===== src/rtl/define.v =====
// rtl/define.v - shared fetch-path constants (XLEN, reset vector, canonical NOP)
`ifndef XLEN
`define XLEN 32
`endif
`ifndef RESET_VECTOR
`define RESET_VECTOR 32'h0000_0000
`endif
`ifndef INST_NOP
`define INST_NOP 32'h0000_0013
`endif


===== src/rtl/inst_fetch_unit_pkg.sv =====
// rtl/inst_fetch_unit_pkg.sv - fetch-stage types and constants shared by the FIFO and top
`ifndef XLEN
`define XLEN 32
`endif
`ifndef RESET_VECTOR
`define RESET_VECTOR 32'h0000_0000
`endif

package inst_fetch_unit_pkg;

    localparam int XLEN = `XLEN;
    localparam logic [XLEN-1:0] RESET_VECTOR = `RESET_VECTOR;
    localparam logic [XLEN-1:0] WORD_MASK = 32'hFFFF_FFFC;

    typedef struct packed {
        logic [XLEN-1:0] inst;
        logic [XLEN-1:0] pc;
    } fifo_entry_t;

    function automatic logic [XLEN-1:0] pc_next(input logic [XLEN-1:0] pc);
        return pc + 32'd4;
    endfunction

endpackage


===== src/rtl/inst_fetch_unit_fetch_fifo.sv =====
// rtl/inst_fetch_unit_fetch_fifo.sv - in-order {inst, pc} buffer with single-cycle flush
module fetch_fifo
    import inst_fetch_unit_pkg::*;
#(
    parameter int DEPTH = 2,
    parameter int CW    = 2
) (
    input  logic              clk,
    input  logic              rst,
    input  logic              push,
    input  fifo_entry_t       push_entry,
    input  logic              pop,
    input  logic              flush,
    output logic [CW-1:0]     count,
    output fifo_entry_t       head_entry
);

    localparam int PW = (DEPTH > 1) ? $clog2(DEPTH) : 1;

    fifo_entry_t       mem_q [DEPTH];
    fifo_entry_t       mem_d [DEPTH];
    logic [PW-1:0]     rd_q, rd_d, wr_q, wr_d;
    logic [CW-1:0]     count_q, count_d;

    function automatic logic [PW-1:0] ptr_inc(input logic [PW-1:0] p);
        return (p == PW'(DEPTH - 1)) ? '0 : p + 1'b1;
    endfunction

    always_comb begin
        mem_d   = mem_q;
        rd_d    = rd_q;
        wr_d    = wr_q;
        count_d = count_q;
        if (flush) begin
            rd_d    = '0;
            wr_d    = '0;
            count_d = '0;
        end else begin
            if (push) begin
                mem_d[wr_q] = push_entry;
                wr_d        = ptr_inc(wr_q);
            end
            if (pop) begin
                rd_d = ptr_inc(rd_q);
            end
            count_d = count_q + CW'(push) - CW'(pop);
        end
    end

    always_ff @(posedge clk) begin
        if (rst) begin
            rd_q    <= '0;
            wr_q    <= '0;
            count_q <= '0;
        end else begin
            rd_q    <= rd_d;
            wr_q    <= wr_d;
            count_q <= count_d;
        end
    end

    // Storage needs no reset: the head is masked to zero whenever the buffer is empty.
    always_ff @(posedge clk) begin
        mem_q <= mem_d;
    end

    assign count      = count_q;
    assign head_entry = (count_q != '0) ? mem_q[rd_q] : '0;

endmodule


===== src/rtl/inst_fetch_unit.sv =====
// rtl/inst_fetch_unit.sv - fetch PC, credit-limited imem requests, squash on redirect
// FETCH_PERF_CNT_EN adds perf_fetched / perf_squashed counters.
module inst_fetch_unit
    import inst_fetch_unit_pkg::*;
#(
    parameter logic [31:0] RESET_PC   = RESET_VECTOR,
    parameter int          FIFO_DEPTH = 2
) (
    input  logic        clk,
    input  logic        rst,
    output logic        imem_req_valid,
    input  logic        imem_req_ready,
    output logic [31:0] imem_req_addr,
    input  logic        imem_rsp_valid,
    input  logic [31:0] imem_rsp_data,
    input  logic        redirect_valid,
    input  logic [31:0] redirect_pc,
    output logic        inst_valid,
    input  logic        inst_ready,
    output logic [31:0] inst,
    output logic [31:0] inst_pc,
    output logic [31:0] inst_pc_plus4
`ifdef FETCH_PERF_CNT_EN
    ,
    output logic [31:0] perf_fetched,
    output logic [31:0] perf_squashed
`endif
);

    localparam int CW = $clog2(FIFO_DEPTH + 1);

    logic [31:0]   fetch_pc_q, fetch_pc_d;
    logic [31:0]   rsp_pc_q, rsp_pc_d;
    logic [CW-1:0] inflight_q, inflight_d;
    logic [CW-1:0] discard_q, discard_d;
    logic [CW-1:0] fifo_count;
    logic [CW:0]   credit_used;
    logic          req_fire, rsp_drop, push, pop;
    logic [31:0]   redirect_target;
    fifo_entry_t   head_entry;

    assign redirect_target = redirect_pc & WORD_MASK;
    assign credit_used     = {1'b0, inflight_q} + {1'b0, fifo_count};
    assign imem_req_valid  = !rst && !redirect_valid && (credit_used < (CW+1)'(FIFO_DEPTH));
    assign imem_req_addr   = fetch_pc_q;
    assign req_fire        = imem_req_valid && imem_req_ready;

    // A response is stale if older redirects still owe discards, or it lands in a redirect cycle.
    assign rsp_drop = imem_rsp_valid && (redirect_valid || (discard_q != '0));
    assign push     = imem_rsp_valid && !rsp_drop;
    assign pop      = inst_valid && inst_ready;

    always_comb begin
        fetch_pc_d = fetch_pc_q;
        rsp_pc_d   = rsp_pc_q;
        discard_d  = discard_q;
        inflight_d = inflight_q + CW'(req_fire) - CW'(imem_rsp_valid);
        if (req_fire) begin
            fetch_pc_d = pc_next(fetch_pc_q);
        end
        if (push) begin
            rsp_pc_d = pc_next(rsp_pc_q);
        end
        if (imem_rsp_valid && (discard_q != '0)) begin
            discard_d = discard_q - 1'b1;
        end
        if (redirect_valid) begin
            fetch_pc_d = redirect_target;
            rsp_pc_d   = redirect_target;
            discard_d  = inflight_d;
        end
    end

    always_ff @(posedge clk) begin
        if (rst) begin
            fetch_pc_q <= RESET_PC;
            rsp_pc_q   <= RESET_PC;
            inflight_q <= '0;
            discard_q  <= '0;
        end else begin
            fetch_pc_q <= fetch_pc_d;
            rsp_pc_q   <= rsp_pc_d;
            inflight_q <= inflight_d;
            discard_q  <= discard_d;
        end
    end

    fetch_fifo #(
        .DEPTH (FIFO_DEPTH),
        .CW    (CW)
    ) u_fifo (
        .clk        (clk),
        .rst        (rst),
        .push       (push),
        .push_entry ('{inst: imem_rsp_data, pc: rsp_pc_q}),
        .pop        (pop),
        .flush      (redirect_valid),
        .count      (fifo_count),
        .head_entry (head_entry)
    );

    assign inst_valid    = (fifo_count != '0);
    assign inst          = head_entry.inst;
    assign inst_pc       = head_entry.pc;
    assign inst_pc_plus4 = inst_valid ? pc_next(head_entry.pc) : '0;

`ifdef FETCH_PERF_CNT_EN
    logic [31:0] perf_fetched_q, perf_fetched_d;
    logic [31:0] perf_squashed_q, perf_squashed_d;

    always_comb begin
        perf_fetched_d  = perf_fetched_q + 32'(pop);
        perf_squashed_d = perf_squashed_q + 32'(rsp_drop);
        if (redirect_valid) begin
            perf_squashed_d = perf_squashed_d + 32'(fifo_count) - 32'(pop);
        end
    end

    always_ff @(posedge clk) begin
        if (rst) begin
            perf_fetched_q  <= '0;
            perf_squashed_q <= '0;
        end else begin
            perf_fetched_q  <= perf_fetched_d;
            perf_squashed_q <= perf_squashed_d;
        end
    end

    assign perf_fetched  = perf_fetched_q;
    assign perf_squashed = perf_squashed_q;
`endif

endmodule


===== config.mk =====
export PLATFORM = sky130hd
export DESIGN_NAME = inst_fetch_unit
export DESIGN_NICKNAME = d
export VERILOG_FILES = /design/src/rtl/define.v /design/src/rtl/inst_fetch_unit_pkg.sv /design/src/rtl/inst_fetch_unit_fetch_fifo.sv /design/src/rtl/inst_fetch_unit.sv
export SDC_FILE = /design/constraint.sdc
export NUM_CORES = 1
export LEC_CHECK = 0
export ABC_AREA = 1
export CAP_MARGIN = 20
export CORE_MARGIN = 1.5
export CORE_UTILIZATION = 40
export CTS_CLUSTER_DIAMETER = 100
export DETAILED_ROUTE_END_ITERATION = 16
export GPL_ROUTABILITY_DRIVEN = 0
export SLEW_MARGIN = 20
export SYNTH_ARGS = -nofsm -noshare
export SYNTH_HDL_FRONTEND = slang
export SYNTH_SLANG_ARGS = --single-unit

===== constraint.sdc =====
create_clock -name clk -period 5.7 [get_ports clk]
set_input_delay 0.855 -clock clk [delete_from_list [all_inputs] [get_ports clk]]
set_output_delay 0.855 -clock clk [all_outputs]
set_load 0.01 [all_outputs]

==> flow_summary_export.csv, run 1 <==
group,metric,value,unit
global_route,grt-busiest-layer,"met2",
routing,wl,27400,um
timing,fmax,239,MHz
synthesis,ys_warn_count,0,
finish,drive_above_1_share,5.65,%
routing,drc_errors,0,
cts,cts_resized,0,
timing,rsz0062_at_grt,"false",
routing,vias_per_cell,4.86,
cts,cts_inserted_buffers,17,
synthesis,yosys.area.top_type_share,36.4,%
cts,clkTransAtPathRegs,0.07,ns
worst_setup_path,worst_setup_path_end_kind,"output port",
timing,slew_viol_final,0,
timing,maxSlewHeadroom,42.7,%
global_route,gr-usage-met2,33.0,%
synthesis,synthArstFlopShare,0,%
timing,tns,0,ns
global_route,grt_pass1_wl,43100,um
global_route,grt_util_met1,29.3,%
synthesis,synth_cells,1333,
worst_setup_path,path_class,"reg -> out",
routing,vias,9006,
floorplan,dieArea,26500,um^2
worst_setup_path,cp-start-kind,"register",
floorplan,initial_utilization,40.7,%
min_path,holdPathStages,0,
global_route,grt_pass1_vias,8320,
timing,finalSetupViolCount,0,
cts,numClockSinks,192,
synthesis,ys_ff_latch,192,
floorplan,die_height,163,um
timing,fin_worst_skew,0.0165,ns
finish,post-route-util,51.8,%
global_route,grt_max_degree,65,
placed_design,pre_cts_ws,1.90,ns
worst_setup_path,cp_max_fo,62,
finish,syn_to_final_growth,27.2,%
floorplan,die_w,163,um
power_and_ir_drop,power,0.00328,W
timing,fin_crit_sh,73.6,%
worst_setup_path,arrival,3.34,ns
cts,post-cts-setup-buffer-count,0,
placed_design,dp_hpwl,19800,um
synthesis,synth-edff-count,124,
synthesis,synth_area,10200,um^2
flow_run,max_cap_viol_count,0,
synthesis,synth.distinct_cells,40,
cts,cts_tree,"built",
timing,finalHoldViolCount,0,
timing,worst_slack,1.51,ns
global_route,overflow,0,
run_status,status,"finished clean",
floorplan,core,25100,um^2
routing,drtPass1Iterations,5,
worst_setup_path,cp_data_required_time,4.85,ns
synthesis,synth_ff_type,"edfxtp_1",
cts,htree_levels,4,
global_route,grt_use_met3,3.62,%
routing,wire_per_inst,14.8,um
cts,clock_path_buffers,2,
routing,first_iter_violations,656,
floorplan,num_rows,58,
power_and_ir_drop,p_leak,5.24,nW
finish,n_antenna_cell,0,
routing,drtAntennaViolNets,0,
power_and_ir_drop,ir_worst_vdd,0.155,mV
global_route,grt_usage,20.9,%
min_path,min_path_type,"reg -> reg",
synthesis,synthTopCellsByArea,"edfxtp_1 36%, nand2_1 17%, dfxtp_1 13%",
timing,worstMarginPinSlew,0.860,ns
power_and_ir_drop,power.density,252,nW/um^2
worst_setup_path,reg2reg_depth,13,
floorplan,ios,200,
finish,fin_nets,1588,
synthesis,ys_seq_area_share,49.7,%
cts,cts_root_buf,"clkbuf_16",
timing,fin_crit,4.19,ns
cts,clkLatencyLatePin,0.44,ns
cts,hold_buffers,0,
synthesis,avgSynthCellArea,7.67,um^2
placed_design,numPortBuffers,191,
global_route,antenna_found_initial,0,
synthesis,yosysTopAreaCell,"edfxtp_1",
synthesized netlist by cell type, types with 8 or more instances:
| library cell | instances |
|---|---|
| dfxtp_1 | 68 |
| nor2_2 | 13 |
| inv_1 | 146 |
| buf_2 | 10 |
| nand2_2 | 9 |
| a21oi_1 | 87 |
| nand3_1 | 93 |
| buf_4 | 10 |
| clkbuf_1 | 11 |
| xor2_1 | 24 |
| ha_1 | 8 |
| a31oi_1 | 12 |
| nand2_1 | 465 |
| nor2_1 | 137 |
| buf_1 | 10 |
| o21ai_0 | 35 |
| nor3_1 | 8 |
| edfxtp_1 | 124 |
cell families (layout without fill, tap and decap cells):
group	Yosys count	count (layout)	share of synthesized area [%]
and+or+nand+nor	751	751	30.4
buffers and inverters	202	386	8.39
DFF	192	192	49.7
AOI/OAI and AO/OA	147	147	7.65
xor gates and xnor gates	31	31	2.65
adders and majority gates	9	9	1.17
other	1	6	0.0367
final timing paths:
check / start / slack (ns) / endpoint
hold / removal: rsp_pc_q[29] / 0.49 / u_fifo.mem_q[93]
setup reg to reg: u_fifo.count[0] / 3.16 / discard_q[1]
hold reg to reg: rsp_pc_q[29] / 0.49 / u_fifo.mem_q[93]
setup / recovery: u_fifo.rd_q / 1.51 / inst_pc_plus4[18]
worst max-delay path, cell delays in order, from the launching register on:
cell and delay [ns]:
dfxtp_2 0.36, buf_4 0.56, nand2_1 0.10, nand2_1 0.11, nand2_1 0.10, inv_1 0.13
ha_1 0.18, nand3_1 0.10, nor2_2 0.20, nand2_1 0.18, nor2_1 0.16, xor2_1 0.15
clkdlybuf4s50_1 0.56
sequential cells by signal, summed over array words and instances (netlist names):
name and cells:
inflight_q 2, u_fifo.wr_q 1, u_fifo.mem_q 124, u_fifo.count 2, u_fifo.rd_q 1, rsp_pc_q 30, discard_q 2, imem_req_addr 30
per-layer routing:
layer	up-vias	part of all wire (%)
met4	0	1.7
met2	275	46
met5	-	0
met1	4081	47
li1	4615	-
met3	35	5.2
stage by stage:
step                      hold slack [ns]  cell area (um^2)  instances
after CTS                           0.491             13000       1852
after global placement              0.459             12400       1820
after detailed placement            0.474             12400       1820
after floorplan                     0.448             10200       1338
after global routing                0.512             13000       1852
final                               0.490             13000       1852
power breakdown:
group          total (W)  internal, W  switching, W
registers        0.00160      0.00155     0.0000565
logic           0.000410     0.000180      0.000229
clock network    0.00127     0.000680      0.000586
cell usage in the layout (no fill, tap or decap), types with 4 or more instances in the layout:
master,count
inv_2,6
a21oi_1,87
nand2_2,9
nor2_4,4
buf_4,8
edfxtp_1,124
a31oi_1,12
nor2_1,134
xor2_1,24
nand3_1,93
nor2_2,13
clkdlybuf4s50_1,190
clkbuf_16,17
dfxtp_1,67
inv_1,146
or2_2,4
ha_1,8
nor3_1,8
nand4_1,7
conb_1,6
nand2_1,465
inv_8,5
nand3_2,6
xnor2_1,7
o21ai_0,35
layout make-up:
| cell class | instances | area, um^2 |
|---|---|---|
| multi-input cells | 944 | 4330 |
| repair buffers | 199 | 1970 |
| flip-flops and latches | 192 | 5090 |
| clock buffers | 17 | 425 |
| clock inverters | 15 | 208 |
| fillers | 2442 | 12100 |
| well taps | 330 | 413 |
| inverters | 155 | 587 |
No activity file was read; power rests on OpenSTA's default activity.
==> inputs of run 2 (changes only) <==
--- a/config.mk
+++ b/config.mk
@@ -12,6 +12,7 @@
 export CTS_CLUSTER_DIAMETER = 100
 export DETAILED_ROUTE_END_ITERATION = 16
 export GPL_ROUTABILITY_DRIVEN = 0
+export PLACE_DENSITY = 0.67
 export SLEW_MARGIN = 20
 export SYNTH_ARGS = -nofsm -noshare
 export SYNTH_HDL_FRONTEND = slang
==> constraint.sdc (replaced) <==
create_clock -name clk -period 3.6 [get_ports clk]
set_input_delay 0.54 -clock clk [delete_from_list [all_inputs] [get_ports clk]]
set_output_delay 0.54 -clock clk [all_outputs]
set_load 0.01 [all_outputs]
==> flow_summary_export.csv, run 2 (same netlist as run 1, synthesis figures left out) <==
group,metric,value,unit
finish,layout_common_cells,"464 x nand2_1, 190 x clkdlybuf4s50_1, 146 x inv_1, 133 x nor2_1, 124 x edfxtp_1",
timing,fin_crit,3.37,ns
placed_design,numPortBuffers,191,
floorplan,ios,200,
cts,clock_path_buffers,2,
worst_setup_path,cp_max_fo,28,
global_route,grt_usage,20.9,%
timing,worstMarginPinSlew,0.641,ns
timing,rsz0062_at_grt,"false",
routing,vias_per_cell,4.95,
power_and_ir_drop,ir_worst_vdd,0.264,mV
routing,drtPass1Iterations,8,
cts,cts_inserted_buffers,17,
floorplan,core,25100,um^2
worst_setup_path,path_delay_family,"simple AND/OR/NAND/NOR gates",
power_and_ir_drop,power.density,390,nW/um^2
timing,tns,0,ns
timing,fin_crit_sh,93.6,%
floorplan,dieArea,26500,um^2
timing,fin_worst_skew,0.0132,ns
worst_setup_path,crit_top_cell,"nand2_1",
timing,slew_viol_final,0,
cts,cts_resized,0,
finish,drive_above_1_share,6.28,%
worst_setup_path,cp_slowest_cell,"clkdlybuf4s50_1",
placed_design,dp.cells,1826,
power_and_ir_drop,p_leak,5.27,nW
global_route,antenna_found_initial,0,
cts,clkTransAtPathRegs,0.08,ns
timing,fmax,297,MHz
placed_design,dp_hpwl,19900,um
floorplan,initial_utilization,40.7,%
floorplan,die_w,163,um
cts,clkLatencyLatePin,0.44,ns
finish,stdcell_count,1858,
min_path,min_path_type,"in -> reg",
floorplan,die_height,163,um
worst_setup_path,arrival,2.83,ns
routing,drc_errors,0,
finish,largest_reg_flops,124,
cts,post-cts-setup-buffer-count,0,
cts,hold_buffers,0,
global_route,grt_max_degree,55,
routing,first_iter_violations,625,
worst_setup_path,path_class,"reg -> out",
routing,drtAntennaViolNets,0,
routing,vias,9195,
finish,syn_to_final_growth,27.8,%
timing,finalHoldViolCount,0,
worst_setup_path,ff2ff_setup_slack,1.11,ns
floorplan,num_rows,58,
timing,finalSetupViolCount,0,
worst_setup_path,cp_data_required_time,3.06,ns
routing,wire_per_inst,14.8,um
finish,top_register,"u_fifo.mem_q",
flow_run,max_cap_viol_count,0,
routing,wl,27400,um
cts,numClockSinks,192,
global_route,grt_pass1_vias,8579,
timing,maxSlewHeadroom,57.3,%
finish,n_antenna_cell,0,
worst_setup_path,cp-start-kind,"register",
global_route,grt_pass1_wl,43700,um
cts,htree_levels,4,
worst_setup_path,cp_num_buf_inv,4,
cts,cts_tree,"built",
run_status,status,"finished clean",
global_route,overflow,0,
finish,fillCellCount,2369,
worst_setup_path,worst_setup_path_end_kind,"output port",
worst_setup_path,crit_path_max_incr_delay,0.52,ns
worst_setup_path,crit_chain,"clkinv_4 -> buf_4 -> nand2_1 -> nand2_1 -> nand3_1 -> nor2_1 -> nand2_1 -> nor2_1 -> nand2_1 -> nand2_1 -> nand2_1 -> inv_1 -> clkdlybuf4s50_1",
finish,fin_nets,1594,
finish,final_common_cell,"nand2_1",
cts,cts_root_buf,"clkbuf_16",
==> run 2: cell count changes in the layout (fill, tap and decap cells not counted), moves of 2 or more <==
cell / delta
clkinv_8: +3
clkinv_4: +2
bufinv_16: -2
buf_4: +4
==> run 2: layout make-up <==
| cell class | instances | area [um^2] | area share [%] |
|---|---|---|---|
| Inverter | 155 | 592 | 4.53 |
| Clock buffer | 17 | 425 | 3.25 |
| Timing Repair Buffer | 205 | 2030 | 15.5 |
| Clock inverter | 15 | 189 | 1.45 |
| Sequential cell | 192 | 5090 | 38.9 |
| Tap cell | 330 | 413 | 3.16 |
| Multi-Input combinational cell | 944 | 4340 | 33.2 |
==> run 2: path summary, 6_finish.rpt <==
kind,from,to,cells after the start
min reg2reg,discard_q[1],discard_q[1],2
max,u_fifo.rd_q,inst_pc_plus4[31],13
max reg2reg,u_fifo.count[0],discard_q[1],13
min,rst,imem_req_addr[6],4
==> run 2: worst min-delay path: cells and delay by family <==
| family | cells | cell delay [ns] |
|---|---|---|
| buffers and inverters | 3 | 0.23 |
| AND/OR/NAND/NOR | 1 | 0.09 |
==> run 2: power by group <==
part | internal [W] | switching [W] | total, W
Combinational | 0.000289 | 0.000368 | 0.000657
Sequential | 0.00245 | 0.0000899 | 0.00254
Clock | 0.000953 | 0.000949 | 0.00190
==> run 2: routing by layer <==
metal	vias to the layer above	routed length [um]	GRT usage [%]	share of wire [%]
met5	-	0	0	0
met4	0	302	6.21	1.1
met3	22	1640	3.51	6.0
met2	330	12700	34.2	46
met1	4218	12800	28.4	47
li1	4625	-	-	-
==> run 2: per-stage QoR <==
stage	worst slack (ns)	hold slack, ns	util (%)	instance area [um^2]	power [W]
6_report	0.231	0.463	52.1	13100	0.00509
5_1_grt	0.0175	0.460	52.1	13100	0.00530
4_1_cts	0.0112	0.446	52.0	13000	0.00513
3_5_place_dp	0.496	0.484	49.5	12400	0.00324
3_3_place_gp	0.553	0.470	49.5	12400	0.00322
2_1_floorplan	0.424	0.448	-	10300	0.00292
==> inputs of run 3 (changes only) <==
--- a/config.mk
+++ b/config.mk
@@ -7,6 +7,7 @@
 export LEC_CHECK = 0
 export ABC_AREA = 1
 export CAP_MARGIN = 20
+export CORE_ASPECT_RATIO = 0.6
 export CORE_MARGIN = 1.5
 export CORE_UTILIZATION = 40
 export CTS_CLUSTER_DIAMETER = 100
==> flow_summary_export.csv, run 3 (same netlist as run 1, synthesis figures left out) <==
group,metric,value,unit
timing,rsz0062_at_grt,"true",
cts,clkTransAtPathRegs,0.07,ns
finish,top_register,"u_fifo.mem_q",
cts,clock_path_buffers,2,
global_route,antenna_found_initial,0,
power_and_ir_drop,p_leak,5.30,nW
placed_design,numPortBuffers,191,
worst_setup_path,worst_setup_path_end_kind,"output port",
timing,tns,0,ns
global_route,grt_usage,22.3,%
routing,vias,9435,
timing,fin_worst_skew,0.0133,ns
cts,clkLatencyLatePin,0.44,ns
finish,syn_to_final_growth,27.8,%
min_path,min_path_type,"in -> reg",
finish,final_common_cell,"nand2_1",
placed_design,pre_cts_ws,0.472,ns
finish,layout_common_cells,"464 x nand2_1, 187 x clkdlybuf4s50_1, 146 x inv_1, 131 x nor2_1, 124 x edfxtp_1",
cts,cts_root_buf,"clkbuf_16",
global_route,grt_pass1_vias,8371,
routing,drtAntennaViolNets,0,
cts,numClockSinks,192,
cts,cts_tree,"built",
cts,hold_buffers,0,
routing,wire_per_inst,15.9,um
timing,fmax,284,MHz
placed_design,dp_hpwl,21300,um
finish,drive_above_1_share,6.09,%
cts,htree_levels,4,
global_route,grt_max_degree,63,
routing,wl,29500,um
timing,finalHoldViolCount,0,
cts,post-cts-setup-buffer-count,0,
worst_setup_path,path_class,"reg -> out",
global_route,grt_pass1_wl,46000,um
timing,worst_slack,0.0811,ns
placed_design,dpl_cell_area,12400,um^2
power_and_ir_drop,ir_worst_vdd,0.258,mV
timing,finalSetupViolCount,0,
run_status,status,"finished clean",
flow_run,max_cap_viol_count,0,
finish,largest_reg_flops,124,
routing,drtPass1Iterations,5,
worst_setup_path,cp-start-kind,"register",
finish,fin_nets,1594,
floorplan,num_rows,45,
floorplan,initial_utilization,40.5,%
routing,vias_per_cell,5.08,
routing,first_iter_violations,940,
timing,fin_crit,3.52,ns
worst_setup_path,arrival,2.98,ns
worst_setup_path,cp_max_fo,35,
routing,drc_errors,0,
floorplan,dieArea,26600,um^2
min_path,holdPathStages,4,
timing,fin_crit_sh,97.7,%
timing,slew_viol_final,0,
floorplan,ios,200,
power_and_ir_drop,power.density,387,nW/um^2
floorplan,die_height,127,um
floorplan,die_w,209,um
finish,n_antenna_cell,0,
global_route,overflow,0,
cts,cts_inserted_buffers,17,
worst_setup_path,reg2reg_depth,13,
floorplan,core,25200,um^2
worst_setup_path,cp_data_required_time,3.06,ns
finish,final_area,13100,um^2
timing,worstMarginPinSlew,0.705,ns
timing,maxSlewHeadroom,52.6,%
finish,fillCellCount,2360,
run 3: through the flow:
stage	hold slack, ns	cells	power, W	utilization (%)
final	0.466	1857	0.00506	51.8
after global routing	0.472	1857	0.00527	51.8
after CTS	0.443	1857	0.00510	51.6
after detailed placement	0.475	1825	0.00324	49.3
after global placement	0.469	1825	0.00323	49.3
after floorplan	0.448	1338	0.00292	-
run 3: worst paths after layout:
path	end	slack, ns	from
max	inst_pc_plus4[27]	0.08	u_fifo.rd_q
min	rsp_pc_q[4]	0.47	rst
max reg2reg	discard_q[1]	1.01	u_fifo.count[0]
min reg2reg	discard_q[1]	0.48	discard_q[1]
run 3: layout make-up:
class                   count  area, um^2  area share [%]
clock buffers              23         448            3.43
clock inverters             9         111           0.852
inverters                 155         587            4.49
multi-input cells         944        4370            33.5
flip-flops and latches    192        5090            38.9
well taps                 329         412            3.15
repair buffers            205        2060            15.7
run 3: what timing repair did:
| action | CTS | global route |
|---|---|---|
| gates cloned | 0 | 0 |
| endpoints found under the setup margin | 4 | 14 |
| pin swaps | 0 | 2 |
| gates resized for setup | 2 | 15 |
run 3: power breakdown:
part / switching (W) / internal [W]
Combinational: 0.000372 / 0.000291
Clock: 0.000834 / 0.00103
Sequential: 0.0000892 / 0.00245
Total: 0.00130 / 0.00377
run 3: metal layers:
layer  track usage [%]  up-vias  part of all wire, %
li1                  -     4637                    -
met1              33.2     4437                   48
met2              32.0      336                   42
met3              5.97       25                  8.2
met4              5.33        0                  1.0
met5                 0        -                    0
run 3: critical path, cell delays in order, from the launching register on:
cell	delay, ns
dfxtp_2	0.39
buf_6	0.31
nand2_1	0.09
nand2_1	0.15
nand3_2	0.13
nor2_2	0.22
nand2_1	0.09
nor2_2	0.29
nand2_1	0.09
nand2_1	0.08
nand2_1	0.09
inv_1	0.07
clkdlybuf4s50_1	0.53
